`src/rtl/mem_arbiter_pkg.sv`:
```
// mem_arbiter_pkg: shared state encoding, defaults and counter sizing for the IF/MEM bus arbiter
package mem_arbiter_pkg;
  localparam int ADDR_W_DEF  = 32;
  localparam int DATA_W_DEF  = 32;
  localparam int TIMEOUT_DEF = 255;
  typedef enum logic [1:0] {
    ArbIdle    = 2'd0,
    ArbBusyIf  = 2'd1,
    ArbBusyMem = 2'd2
  } arb_state_e;
  function automatic int cnt_w(input int t);
    return t > 1 ? $clog2(t) : 1;
  endfunction
endpackage

```
`src/rtl/mem_arbiter_if.sv`:
```
// mem_arbiter_if: single-port multi-cycle memory bus between the arbiter (master) and memory (slave)
interface mem_arbiter_if #(
  parameter int ADDR_W = 32,
  parameter int DATA_W = 32
);
  logic              req;
  logic              we;
  logic [ADDR_W-1:0] addr;
  logic [3:0]        sel;
  logic [DATA_W-1:0] wdata;
  logic              ack;
  logic [DATA_W-1:0] rdata;
  modport master (output req, we, addr, sel, wdata, input ack, rdata);
  modport slave  (input req, we, addr, sel, wdata, output ack, rdata);
endinterface

```
`src/rtl/mem_arbiter.sv`:
```
// mem_arbiter: shares one memory bus between instruction fetch and data access, MEM wins ties
module mem_arbiter
  import mem_arbiter_pkg::*;
#(
  parameter int ADDR_W  = ADDR_W_DEF,
  parameter int DATA_W  = DATA_W_DEF,
  parameter int TIMEOUT = TIMEOUT_DEF
) (
  input  logic              clk,
  input  logic              rst,
  input  logic              if_req_i,
  input  logic [ADDR_W-1:0] if_addr_i,
  output logic [DATA_W-1:0] if_rdata_o,
  output logic              if_ready_o,
  input  logic              mem_req_i,
  input  logic              mem_we_i,
  input  logic [ADDR_W-1:0] mem_addr_i,
  input  logic [3:0]        mem_sel_i,
  input  logic [DATA_W-1:0] mem_wdata_i,
  output logic [DATA_W-1:0] mem_rdata_o,
  output logic              mem_ready_o,
  output logic              stallreq_if_o,
  output logic              stallreq_mem_o,
  mem_arbiter_if.master     bus,
  output logic              err_o
);
  localparam int CW = cnt_w(TIMEOUT);
  arb_state_e    state;
  logic [CW-1:0] cnt;
  logic          if_elig;
  logic          mem_elig;
  logic          to;
  logic          done;
  // A requester being retired this cycle must not be re-granted on its own stale request
  always_comb begin
    if_elig        = if_req_i & ~if_ready_o;
    mem_elig       = mem_req_i & ~mem_ready_o;
    stallreq_if_o  = if_req_i & ~if_ready_o;
    stallreq_mem_o = mem_req_i & ~mem_ready_o;
    to             = (TIMEOUT != 0) && (cnt == CW'(TIMEOUT - 1));
    done           = bus.ack | to;
  end
  // Arbitration FSM with registered bus fields, ready pulses, read data and sticky timeout error
  always_ff @(posedge clk or negedge rst)
    if (!rst) begin
      state       <= ArbIdle;
      cnt         <= '0;
      bus.req     <= 1'b0;
      bus.we      <= 1'b0;
      bus.addr    <= '0;
      bus.sel     <= '0;
      bus.wdata   <= '0;
      if_rdata_o  <= '0;
      if_ready_o  <= 1'b0;
      mem_rdata_o <= '0;
      mem_ready_o <= 1'b0;
      err_o       <= 1'b0;
    end else begin
      if_ready_o  <= 1'b0;
      mem_ready_o <= 1'b0;
      case (state)
        ArbIdle:
          if (mem_elig) begin
            state     <= ArbBusyMem;
            cnt       <= '0;
            bus.req   <= 1'b1;
            bus.we    <= mem_we_i;
            bus.addr  <= mem_addr_i;
            bus.sel   <= mem_sel_i;
            bus.wdata <= mem_wdata_i;
          end else if (if_elig) begin
            state     <= ArbBusyIf;
            cnt       <= '0;
            bus.req   <= 1'b1;
            bus.we    <= 1'b0;
            bus.addr  <= if_addr_i;
            bus.sel   <= 4'hf;
            bus.wdata <= '0;
          end
        ArbBusyIf:
          if (done) begin
            state   <= ArbIdle;
            bus.req <= 1'b0;
            err_o   <= err_o | ~bus.ack;
            if (if_req_i) begin
              if_ready_o <= 1'b1;
              if_rdata_o <= bus.ack ? bus.rdata : '0;
            end
          end else cnt <= cnt + 1'b1;
        ArbBusyMem:
          if (done) begin
            state   <= ArbIdle;
            bus.req <= 1'b0;
            err_o   <= err_o | ~bus.ack;
            if (mem_req_i) begin
              mem_ready_o <= 1'b1;
              if (!bus.ack) mem_rdata_o <= '0;
              else if (!bus.we) mem_rdata_o <= bus.rdata;
            end
          end else cnt <= cnt + 1'b1;
        default: state <= ArbIdle;
      endcase
    end
endmodule

```
`src/flat_wrapper.sv`:
```
// flat-port wrapper written by rule: the top's interface ports become plain ports
module mem_arbiter_flat import mem_arbiter_pkg::*;
#(
  parameter int ADDR_W  = ADDR_W_DEF,
  parameter int DATA_W  = DATA_W_DEF,
  parameter int TIMEOUT = TIMEOUT_DEF
)
  (clk, rst, if_req_i, if_addr_i, if_rdata_o, if_ready_o, mem_req_i, mem_we_i, mem_addr_i, mem_sel_i, mem_wdata_i, mem_rdata_o, mem_ready_o, stallreq_if_o, stallreq_mem_o, err_o, bus_req, bus_we, bus_addr, bus_sel, bus_wdata, bus_ack, bus_rdata);
  mem_arbiter_if #(.ADDR_W(ADDR_W), .DATA_W(DATA_W)) bus_i ();
  input  logic clk;
  input  logic rst;
  input  logic if_req_i;
  input  logic [ADDR_W-1:0] if_addr_i;
  output logic [DATA_W-1:0] if_rdata_o;
  output logic if_ready_o;
  input  logic mem_req_i;
  input  logic mem_we_i;
  input  logic [ADDR_W-1:0] mem_addr_i;
  input  logic [3:0] mem_sel_i;
  input  logic [DATA_W-1:0] mem_wdata_i;
  output logic [DATA_W-1:0] mem_rdata_o;
  output logic mem_ready_o;
  output logic stallreq_if_o;
  output logic stallreq_mem_o;
  output logic err_o;
  output wire logic [$bits(bus_i.req)-1:0] bus_req;
  output wire logic [$bits(bus_i.we)-1:0] bus_we;
  output wire logic [$bits(bus_i.addr)-1:0] bus_addr;
  output wire logic [$bits(bus_i.sel)-1:0] bus_sel;
  output wire logic [$bits(bus_i.wdata)-1:0] bus_wdata;
  input wire logic [$bits(bus_i.ack)-1:0] bus_ack;
  input wire logic [$bits(bus_i.rdata)-1:0] bus_rdata;
  assign bus_req = bus_i.req;
  assign bus_we = bus_i.we;
  assign bus_addr = bus_i.addr;
  assign bus_sel = bus_i.sel;
  assign bus_wdata = bus_i.wdata;
  assign bus_i.ack = bus_ack;
  assign bus_i.rdata = bus_rdata;
  mem_arbiter #(.ADDR_W(ADDR_W), .DATA_W(DATA_W), .TIMEOUT(TIMEOUT)) u_core (.clk(clk), .rst(rst), .if_req_i(if_req_i), .if_addr_i(if_addr_i), .if_rdata_o(if_rdata_o), .if_ready_o(if_ready_o), .mem_req_i(mem_req_i), .mem_we_i(mem_we_i), .mem_addr_i(mem_addr_i), .mem_sel_i(mem_sel_i), .mem_wdata_i(mem_wdata_i), .mem_rdata_o(mem_rdata_o), .mem_ready_o(mem_ready_o), .stallreq_if_o(stallreq_if_o), .stallreq_mem_o(stallreq_mem_o), .bus(bus_i), .err_o(err_o));
endmodule
```
`config.mk`:
```
export PLATFORM = sky130hd
export DESIGN_NAME = mem_arbiter_flat
export DESIGN_NICKNAME = d
export VERILOG_FILES = /design/src/rtl/mem_arbiter_pkg.sv /design/src/rtl/mem_arbiter_if.sv /design/src/rtl/mem_arbiter.sv /design/src/flat_wrapper.sv
export SDC_FILE = /design/constraint.sdc
export NUM_CORES = 1
export LEC_CHECK = 0
export BUFFER_PORTS_ARGS = -buffer_cell sky130_fd_sc_hd__buf_2
export CORE_MARGIN = 8
export CORE_UTILIZATION = 50
export CTS_CLUSTER_SIZE = 12
export DETAILED_ROUTE_END_ITERATION = 10
export HOLD_SLACK_MARGIN = 0.03
export PLACE_DENSITY = 0.84
export SYNTH_ARGS = -nofsm -noshare
export SYNTH_HDL_FRONTEND = slang
export SYNTH_SLANG_ARGS = --single-unit
```
`constraint.sdc`:
```
create_clock -name clk -period 2.92 [get_ports clk]
set_input_delay 0.438 -clock clk [delete_from_list [all_inputs] [get_ports clk]]
set_output_delay 0.438 -clock clk [all_outputs]
set_load 0.02 [all_outputs]
```
# ---- Yosys cells after proc, flatten, opt, wreduce, memory -nomap -nowiden
# Index checks and enable logic that the tools add are counted.
dict set report totals {
  reg_bits 147
  inputBits 138
  out_inout_bits 139
  wordCells 67
}
dict set report classes {
  add_sub_neg 1
  n_eq_ne 7
  muxes 29
  n_bitwise 7
  n_reduce_logical 11
}
# op n
set ops {}
lappend ops {{32-bit 2-to-1 mux} 7}
lappend ops {{8-bit 2-to-1 mux} 3}
lappend ops {{8-bit case mux with 2 select lines} 1}
lappend ops {{1-bit 2-to-1 mux} 11}
lappend ops {{3-bit AND reduction} 3}
lappend ops {{8-bit by 1-bit adder with 8-bit output (second input constant)} 1}
lappend ops {{8-bit equality test (second input constant)} 1}
lappend ops {{4-bit 2-to-1 mux} 2}
lappend ops {{2-bit 2-to-1 mux} 3}
lappend ops {{2-bit AND reduction} 3}
lappend ops {{2-bit inequality test (second input constant)} 2}
lappend ops {{2-bit case mux with 2 select lines} 1}
lappend ops {{4-bit AND reduction} 1}
lappend ops {{2-bit nonzero test} 2}
lappend ops {{3-bit inequality test (second input constant)} 1}
lappend ops {{1-bit inverter} 3}
lappend ops {{1-bit AND} 2}
lappend ops {{2-bit by 1-bit equality test with 1-bit output (second input constant)} 1}
lappend ops {{2-bit equality test (second input constant)} 1}
lappend ops {{2-bit zero test} 1}
lappend ops {{2-bit by 1-bit inequality test with 1-bit output (second input constant)} 1}
lappend ops {{1-bit OR} 2}
lappend ops {{1-bit case mux with 2 select lines} 1}
lappend ops {{2-bit OR reduction} 1}

# ---- Longest topological paths before layout
# Gate-level depths: netlist of the first run.
dict set report logic_depth {
  depth_word 5
  ltp_mapped 8
  ltp_nobuf 6
}

# ---- Worst setup path before layout of the first run
# No wires, ideal clock.
dict set report synth_path {
  path_kind {register to register}
  from {reg u_core.cnt[0]}
  to {reg u_core.mem_rdata_o[0]}
  setup_time_ns 0.121
  t_arrival_ns 1.628
  path_slack_ns 1.171
  stages_incl_launch_ff 9
  n_path_buf 2
  path_cell_list {dfrtp_1 -> inv_1 -> ha_1 -> and3_1 -> a21oi_2 -> or2_1 -> buf_2 -> buf_6 -> a22o_1}
}
dict set report synth_via {
  elab_chain_cells 3
}
# item line_no
set synth_lines {}
lappend synth_lines {{from (decl)} mem_arbiter.sv:29} ;# logic [CW-1:0] cnt;
lappend synth_lines {{from (signal assigned)} mem_arbiter.sv:89} ;# end else cnt <= cnt + 1'b1;
lappend synth_lines {{from (signal assigned)} mem_arbiter.sv:100} ;# end else cnt <= cnt + 1'b1;
lappend synth_lines {{8-bit equality test} mem_arbiter.sv:40} ;# to = (TIMEOUT != 0) && (cnt == CW'(TIMEOUT - 1));
lappend synth_lines {{1-bit OR} mem_arbiter.sv:41} ;# done = bus.ack | to;
lappend synth_lines {{4-bit AND reduction (no source line)} --}
lappend synth_lines {{to (signal assigned)} mem_arbiter.sv:98} ;# else if (!bus.we) mem_rdata_o <= bus.rdata;
lappend synth_lines {{to (decl)} mem_arbiter.sv:20} ;# output logic [DATA_W-1:0] mem_rdata_o,
# Every way passes these cells.
# A chain may end at the register's enable or synchronous reset.

# ---- Worst setup path in the final report of the first run
dict set report layout_path {
  from {reg u_core.bus.we}
  to {out bus_we}
}
# item line_no
set layout_rtl {}
lappend layout_rtl {{from (decl)} mem_arbiter_if.sv:13} ;# modport master (output req, we, addr, sel, wdata, input ack, rdata);
lappend layout_rtl {{from (signal assigned)} mem_arbiter.sv:67} ;# bus.we <= mem_we_i;
lappend layout_rtl {{to (decl)} flat_wrapper.sv:27} ;# output wire logic [$bits(bus_i.we)-1:0] bus_we;
# No word-level cell between the ends.

==> flow_metrics.env, run 1 <==
export IMPL_slew_viol_final=0
export IMPL_antenna_found_initial=1
export IMPL_ys_flop_type="dfrtp_1"
export IMPL_grt_max_degree=66
export IMPL_antenna_cells=0
export IMPL_syn_area_sq_um=6380
export IMPL_worstSetupPathType="reg -> out"
export IMPL_yosysUniqueCellTypes=39
export IMPL_antenna_left=0
export IMPL_drc=0
export IMPL_synth_largest_area_cell="dfrtp_1"
export IMPL_fin_hold_ws_ns=0.228
export IMPL_powerDensity_nw_per_um2=1200
export IMPL_synthTopCellsByArea="dfrtp_1 58%, a22o_1 13%, nand2_1 6.6%, nand4_1 3.3%, a31oi_1 3.2%"
export IMPL_grt_pass1_vias=5997
export IMPL_synthTopCellsByCount="147 x dfrtp_1, 113 x nand2_1, 97 x a22o_1, 44 x clkbuf_1"
export IMPL_synth_edf_count=0
export IMPL_fin_crit_ns=2.09
export IMPL_dr_wl_met2_um=9620
export IMPL_grt_pass1_wl_um=31000
export IMPL_ff2ff_setup_slack_ns=0.91
export IMPL_ctsHoldBuffers=1
export IMPL_path_depth=1
export IMPL_finalSetupViolations=0
export IMPL_initial_core_util_pct=51.0
export IMPL_max_stage_delay_ns=0.92
export IMPL_avgSynthCellArea_sq_um=10.4
export IMPL_via_count=6023
export IMPL_worst_path_buf_inv=1
export IMPL_grt_use_total_pct=23.8
export IMPL_place_congestion=0.857
export IMPL_wl_per_cell_um=19.2
export IMPL_tns_ns=0
export IMPL_status="finished, final reports clean"
export IMPL_final_layout_size_suffix_gt1_share_pct=37.6
export IMPL_worst_ep_arrival_time_ns=1.65
export IMPL_drt_met1_wl_um=7940
export IMPL_area_delta_synth_final_pct=33.7
export IMPL_hold_depth=2
export IMPL_die_w_um=129
export IMPL_ys_seq_area_share_pct=57.7
export IMPL_highest_layer="met5"
export IMPL_post_cts_resized=0
export IMPL_clkSinkCount=147
export IMPL_slew_headroom_pct=40.7
export IMPL_drtIter0Drc=441
export IMPL_post_synth_top_count_cell="dfrtp_1"
export IMPL_r2r_end="u_core.bus.addr[20]"
export IMPL_port_buffers=276
export IMPL_grt_setup_unrepaired="no"
export IMPL_die_area_sq_um=16600
export IMPL_fmax_ghz=0.479
export IMPL_ios=277
export IMPL_clkLatencyLatePin_ns=0.42
export IMPL_wl_met3_um=2120
export IMPL_root_buffer="clkbuf_16"
export IMPL_crit_chain="buf_2"
export IMPL_core_area_sq_um=12500
export IMPL_synth_fp_nets=756
export IMPL_critPathCaptureType="output pin"
export IMPL_post_route_period_util_pct=71.4
export IMPL_ir_drop_mv=0.657
export IMPL_total_power_mw=10.2
export IMPL_whs_endpoint="u_core.bus.sel[3]"
export IMPL_drv_cap=0
export IMPL_yosysTopAreaCellShare_pct=57.7
export IMPL_hpwl_um=14500
export IMPL_nets=1012
export IMPL_worstSetupStartpointType="flip-flop"
export IMPL_synthCells=612
export IMPL_crit_family="flip-flops"
export IMPL_tightestPinTransition_ns=0.889
export IMPL_drt_total_wl_um=20200
export IMPL_fin_cells=1053
export IMPL_fp_dieH_um=129
export IMPL_clockBufferDepth=2
export IMPL_postCtsSetupBuffers=0
export IMPL_via_per_inst=5.72
export IMPL_critPathRequiredTime_ns=2.48
export IMPL_synthArstFlopShare_pct=100
export IMPL_cts_buffers=17
export IMPL_reg2reg_depth=6
export IMPL_grt_overflow=0
export IMPL_cts_tree="yes"
export IMPL_path_clk_slew_ns=0.06
export IMPL_skew_ns=0.00927
export IMPL_cp_slowest_cell="dfrtp_1"
export IMPL_finalHoldViolations=0
export IMPL_hold_class="in -> reg"
export IMPL_crit_fanout=22
export IMPL_hold_start="mem_sel_i[3]"
export IMPL_r2r_start="u_core.state[0]"
export IMPL_leakagePower_nw=4.30
export IMPL_dp_cells=1020
export IMPL_yosys_warnings=0
export IMPL_ys_ff_latch=147
export IMPL_rows=41
export IMPL_htreeDepth=4
export IMPL_dr_pass1_iters=5
-- per-stage QoR --
| step | utilization, % | setup slack, ns | area (sq um) |
|---|---|---|---|
| 4_1_cts | 68.1 | 0.833 | 8530 |
| 2_1_floorplan | - | 1.17 | 6380 |
| 6_report | 68.1 | 0.834 | 8530 |
| 3_5_place_dp | 63.0 | 0.920 | 7890 |
| 5_1_grt | 68.1 | 0.731 | 8530 |
| 3_3_place_gp | 63.0 | 0.929 | 7890 |
-- power by group --
group | switching [mW] | internal [mW] | leakage [nW]
Clock | 0.882 | 1.44 | 0.304
Combinational | 2.73 | 1.59 | 2.23
Sequential | 0.609 | 2.95 | 1.77
-- layer usage --
| metal | up-vias | global-route usage (%) |
|---|---|---|
| li1 | 2743 | - |
| met2 | 359 | 38.7 |
| met4 | 2 | 11.3 |
| met3 | 46 | 7.57 |
| met5 | - | 0 |
| met1 | 2873 | 28.2 |
-- cell type report --
| type | count | area, sq um |
|---|---|---|
| fillers | 974 | 3990 |
| flip-flops and latches | 147 | 3680 |
| multi-input cells | 401 | 2440 |
| repair buffers | 294 | 1540 |
| clock buffers | 18 | 429 |
| well taps | 172 | 215 |
| clock inverters | 14 | 203 |
| inverters | 7 | 26.3 |
-- logic make-up after synthesis --
family,after synthesis,synth area share (%)
AOI/OAI and AO/OA,194,22.8
adders and majority gates,6,1.18
buffers and inverters,64,4.35
DFF,147,57.7
and+or+nand+nor,201,14.0
-- how the worst max path moves through the flow --
stage	from	to	slack (ns)
after global routing	u_core.state[0]	u_core.bus.addr[28]	0.73
after CTS	u_core.bus.we	bus_we	0.83
after global placement	bus_ack	u_core.state[1]	0.93
after detailed placement	bus_ack	u_core.state[1]	0.92
final	u_core.bus.we	bus_we	0.83
after floorplan	u_core.cnt[0]	u_core.mem_rdata_o[0]	1.17
-- registers in the layout, indices dropped and copies added, names as in the netlist --
register            count
u_core.bus.addr        32
u_core.bus.wdata       32
u_core.if_rdata_o      32
u_core.mem_rdata_o     32
u_core.cnt              8
u_core.bus.sel          4
u_core.state            2
u_core.bus.req          1
u_core.bus.we           1
u_core.err_o            1
u_core.if_ready_o       1
u_core.mem_ready_o      1
-- cell usage in the layout (no fill, tap or decap), types with 3 or more instances in the layout --
| master | count |
|---|---|
| a21oi_1 | 3 |
| a22o_1 | 97 |
| a31oi_1 | 33 |
| and2_1 | 3 |
| buf_2 | 275 |
| buf_4 | 16 |
| bufinv_16 | 4 |
| clkbuf_16 | 17 |
| clkinv_4 | 3 |
| dfrtp_1 | 147 |
| ha_1 | 6 |
| inv_1 | 6 |
| nand2_1 | 113 |
| nand2b_1 | 4 |
| nand3_1 | 4 |
| nand4_1 | 34 |
| nor2_1 | 34 |
| o211ai_1 | 4 |
| o21ai_0 | 35 |
| o22a_1 | 4 |
No activity file was read; power rests on OpenSTA's default activity.
==> inputs of run 2 (changes only) <==
CORE_UTILIZATION = 43   (was 50)
PLACE_DENSITY = 0.76   (was 0.84)
clock period = 1.7 ns   (was 2.92 ns; I/O delays follow)
==> flow_metrics.env, run 2 (synthesized netlist as in run 1, its figures left out) <==
export IMPL_status="finished, final reports clean"
export IMPL_core_area_sq_um=14500
export IMPL_cp_slowest_cell="dfrtp_1"
export IMPL_multi_input_area_sq_um=2480
export IMPL_tns_ns=0
export IMPL_grt_pass1_vias=5850
export IMPL_fp_dieH_um=138
export IMPL_seq_area_sq_um=3680
export IMPL_rows=44
export IMPL_hold_class="in -> reg"
export IMPL_antenna_left=0
export IMPL_worst_ep_arrival_time_ns=1.97
export IMPL_root_buffer="clkbuf_16"
export IMPL_crit_fanout=8
export IMPL_grt_max_degree=65
export IMPL_clockBufferDepth=2
export IMPL_ios=277
export IMPL_dr_pass1_iters=6
export IMPL_cts_buffers=17
export IMPL_finalSetupViolations=0
export IMPL_final_common_cell="buf_2"
export IMPL_area_delta_synth_final_pct=41.1
export IMPL_antenna_found_initial=0
export IMPL_clkSinkCount=147
export IMPL_final_fill_count=1206
export IMPL_post_route_util_pct=61.9
export IMPL_fin_hold_ws_ns=0.0564
export IMPL_grt_pass1_wl_um=31400
export IMPL_grt_overflow=0
export IMPL_ir_drop_mv=0.882
export IMPL_crit_family="simple AND/OR/NAND/NOR gates"
export IMPL_max_stage_delay_ns=0.39
export IMPL_via_per_inst=5.56
export IMPL_nets=1044
export IMPL_fin_crit_ns=1.68
export IMPL_critPathCaptureType="flip-flop"
export IMPL_place_congestion=0.860
export IMPL_total_power_mw=18.0
export IMPL_slew_headroom_pct=56.9
export IMPL_drc=0
export IMPL_htreeDepth=4
export IMPL_grt_setup_unrepaired="yes"
export IMPL_initial_core_util_pct=43.9
export IMPL_drt_total_wl_um=21700
export IMPL_via_count=6089
export IMPL_finalHoldViolations=0
export IMPL_crit_chain="inv_2, ha_4, and3_4, a21oi_2, or2_4, clkbuf_16, a22o_1"
export IMPL_tightestPinTransition_ns=0.646
export IMPL_worst_path_buf_inv=2
export IMPL_hpwl_um=15000
export IMPL_die_area_sq_um=19000
export IMPL_grt_use_total_pct=21.4
export IMPL_drv_cap=0
export IMPL_worstSetupStartpointType="flip-flop"
export IMPL_worstSetupPathType="reg -> reg"
export IMPL_final_cell_mix="273 x buf_2, 147 x dfrtp_1, 112 x nand2_1"
export IMPL_leakagePower_nw=4.53
export IMPL_fmax_ghz=0.597
export IMPL_final_layout_size_suffix_gt1_share_pct=40.3
export IMPL_slew_viol_final=0
export IMPL_port_buffers=276
export IMPL_critPathRequiredTime_ns=2.00
export IMPL_post_route_period_util_pct=98.6
export IMPL_cts_tree="yes"
export IMPL_clkLatencyLatePin_ns=0.42
export IMPL_powerDensity_nw_per_um2=2000
export IMPL_drtIter0Drc=559
export IMPL_die_w_um=138
export IMPL_skew_ns=0.0125
export IMPL_wl_per_cell_um=19.9
export IMPL_path_clk_slew_ns=0.06
==> run 2: layer usage <==
metal | wire (um) | GRT usage (%) | vias up | share of wire [%]
met1 | 8710 | 26.5 | 2898 | 40
met3 | 2190 | 6.20 | 27 | 10
met4 | 482 | 9.07 | 0 | 2.2
met2 | 10400 | 34.2 | 339 | 48
li1 | - | - | 2825 | -
met5 | 0 | 0 | - | 0
==> run 2: worst paths after layout <==
path                                start                      to  slack, ns  cells past startpoint
min in group asynchronous             rst     u_core.bus.addr[10]       0.33                      2
max in group asynchronous             rst    u_core.bus.wdata[17]       0.78                      3
setup / recovery            u_core.cnt[0]  u_core.mem_rdata_o[27]       0.02                      7
hold / removal             mem_wdata_i[2]     u_core.bus.wdata[2]       0.06                      2
hold reg to reg              u_core.err_o            u_core.err_o       0.49                      1
setup reg to reg            u_core.cnt[0]  u_core.mem_rdata_o[27]       0.02                      7
==> run 2: final cells by class <==
class                   instances  share of cell area (%)
well taps                     184                    2.56
flip-flops and latches        147                    40.9
diodes                          1                  0.0278
repair buffers                326                    22.3
clock buffers                  19                    4.92
multi-input cells             401                    27.5
clock inverters                10                    1.50
inverters                       7                   0.292
==> run 2: worst reg2reg max path: stages (launching register included) <==
cell,delay [ns]
dfrtp_1,0.39
inv_2,0.09
ha_4,0.14
and3_4,0.17
a21oi_2,0.06
or2_4,0.29
clkbuf_16,0.19
a22o_1,0.22
==> run 2: what timing repair did <==
item / 4_1_cts / 5_1_grt
hold buffers: 2 / 0
pin swaps: 0 / 12
buffers inserted: 1 / 6
setup endpoints to repair: 2 / 43
endpoints found under the hold margin: 38 / 0
gates cloned: 1 / 6
resized for setup: 4 / 7
==> run 2: metrics by stage <==
| step | std cells | area, sq um | setup WS, ns |
|---|---|---|---|
| 6_report | 1095 | 9000 | 0.0239 |
| 3_3_place_gp | 1049 | 8150 | 0.0538 |
| 4_1_cts | 1082 | 8790 | 0.0106 |
| 5_1_grt | 1094 | 9000 | -0.0235 |
| 3_5_place_dp | 1049 | 8150 | 0.0318 |
| 2_1_floorplan | 612 | 6400 | 0.0246 |
==> run 2: report_power, final <==
part / internal (mW) / switching [mW]
combinational: 3.25 / 4.98
clock: 2.32 / 1.39
sequential: 5.07 / 0.972
==> inputs of run 3 (changes only) <==
SETUP_SLACK_MARGIN = 0.5   (was not set)
==> flow_metrics.env, run 3 (synthesized netlist as in run 1, its figures left out) <==
export IMPL_via_per_inst=5.92
export IMPL_core_area_sq_um=14500
export IMPL_hold_depth=2
export IMPL_final_layout_size_suffix_gt1_share_pct=54.2
export IMPL_place_congestion=0.831
export IMPL_slew_viol_final=0
export IMPL_antenna_left=0
export IMPL_grt_use_total_pct=25.5
export IMPL_worstSetupStartpointType="flip-flop"
export IMPL_antenna_found_initial=10
export IMPL_place_ws_ns=-0.00361
export IMPL_grt_pass1_wl_um=36800
export IMPL_finalHoldViolations=0
export IMPL_grt_pass1_vias=6724
export IMPL_hold_class="in -> reg"
export IMPL_worst_ep_arrival_time_ns=2.05
export IMPL_clockBufferDepth=2
export IMPL_worstSetupPathType="reg -> reg"
export IMPL_dr_pass1_iters=5
export IMPL_clkLatencyLatePin_ns=0.43
export IMPL_crit_fanout=8
export IMPL_via_count=7258
export IMPL_fin_hold_ws_ns=0.0408
export IMPL_path_clk_slew_ns=0.07
export IMPL_fin_cells=1226
export IMPL_clkSinkCount=147
export IMPL_tns_ns=-0.0139
export IMPL_htreeDepth=4
export IMPL_tightestPinTransition_ns=0.656
export IMPL_grt_overflow=0
export IMPL_critPathCaptureType="flip-flop"
export IMPL_nets=1163
export IMPL_grt_setup_unrepaired="yes"
export IMPL_post_route_util_pct=80.5
export IMPL_drt_total_wl_um=30700
export IMPL_slew_headroom_pct=56.3
export IMPL_final_common_cell="buf_6"
export IMPL_root_buffer="clkbuf_16"
export IMPL_hold_start="mem_wdata_i[11]"
export IMPL_dp_cells=1041
export IMPL_leakagePower_nw=5.59
export IMPL_post_route_period_util_pct=101
export IMPL_fmax_ghz=0.583
export IMPL_skew_ns=0.0122
export IMPL_final_cell_mix="146 x buf_6, 145 x buf_2, 143 x dfrtp_1"
export IMPL_wl_per_cell_um=25.0
export IMPL_cts_tree="yes"
export IMPL_fp_dieH_um=138
export IMPL_r2r_start="u_core.mem_ready_o"
export IMPL_r2r_end="u_core.bus.addr[21]"
export IMPL_worst_slack_ns=-0.0139
export IMPL_drv_cap=0
export IMPL_cts_buffers=17
export IMPL_fin_crit_ns=1.71
export IMPL_initial_core_util_pct=43.9
export IMPL_port_buffers=276
export IMPL_status="complete, but fails checks"
export IMPL_die_w_um=138
export IMPL_ff2ff_setup_slack_ns=-0.01
export IMPL_powerDensity_nw_per_um2=2100
export IMPL_violations="negative setup slack"
export IMPL_area_delta_synth_final_pct=83.4
export IMPL_drtIter0Drc=693
export IMPL_whs_endpoint="u_core.bus.wdata[11]"
export IMPL_reg2reg_depth=7
export IMPL_hpwl_um=15200
export IMPL_final_fill_count=778
export IMPL_critPathRequiredTime_ns=2.03
export IMPL_ir_drop_mv=1.19
export IMPL_rows=44
export IMPL_grt_max_degree=65
export IMPL_drc=0
export IMPL_finalSetupViolations=1
export IMPL_die_area_sq_um=19000
export IMPL_ios=277
[run 3: cell count changes in the layout (fill, tap and decap cells not counted), sizes merged, moves of 2 or more]
| cell | change |
|---|---|
| bufinv | -2 |
| buf | +112 |
| clkinvlp | +2 |
| and2 | +4 |
| diode | +9 |
| inv | +4 |
[run 3: where the power goes]
group	switching, mW	internal (mW)
clock network	1.65	2.10
logic	6.73	7.51
registers	1.44	5.08
total	9.82	14.7
[run 3: worst max-delay path by stage]
stage / to / start / slack (ns) / cells past startpoint
floorplan: u_core.mem_rdata_o[0] / u_core.cnt[0] / 0.09 / 8
global placement: u_core.mem_rdata_o[1] / u_core.state[0] / 0.04 / 7
detailed placement: u_core.mem_rdata_o[13] / u_core.state[0] / -0.004 / 7
CTS: stallreq_mem_o / u_core.mem_ready_o / 0.10 / 4
global route: u_core.bus.addr[21] / u_core.mem_ready_o / -0.03 / 7
finish: u_core.bus.addr[21] / u_core.mem_ready_o / -0.01 / 7
[run 3: per-layer routing]
metal	GRT usage [%]	vias up	share of wire, %
li1	-	3084	-
met3	7.33	112	10
met1	30.6	3591	35
met4	10.3	2	5.5
met2	42.3	469	49
met5	0	-	0.042
[run 3: repair_timing]
item                                    in CTS  in global routing
cloned                                      15                  7
resized for setup                           98                336
pin swaps                                   42                 12
hold buffers                                 2                  0
hold endpoints to repair                    39                  0
buffers inserted                            44                 75
endpoints found under the setup margin     286                286
[run 3: final cells by class]
cell class | count | area [sq um] | share of cell area, %
Multi-Input combinational cell | 406 | 3110 | 26.6
Antenna cell | 10 | 25.0 | 0.214
Inverter | 7 | 42.5 | 0.364
Sequential cell | 147 | 3680 | 31.5
Timing Repair Buffer | 440 | 4030 | 34.4
Tap cell | 184 | 230 | 1.97
Clock buffer | 18 | 439 | 3.75
Clock inverter | 14 | 144 | 1.23
[run 3: through the flow]
| step | instance area, sq um | power (mW) |
|---|---|---|
| CTS | 9740 | 19.6 |
| global placement | 8160 | 13.7 |
| global route | 11700 | 25.4 |
| finish | 11700 | 24.5 |
| detailed placement | 8160 | 13.9 |
| floorplan | 6660 | 11.2 |
[run 3: worst max-delay path: stages (launching register included)]
cell and delay (ns):
dfrtp_2 0.39, nand2b_4 0.17, buf_4 0.17, a21boi_4 0.23, buf_6 0.18, buf_16 0.14
nor2_1 0.11, a31oi_4 0.22
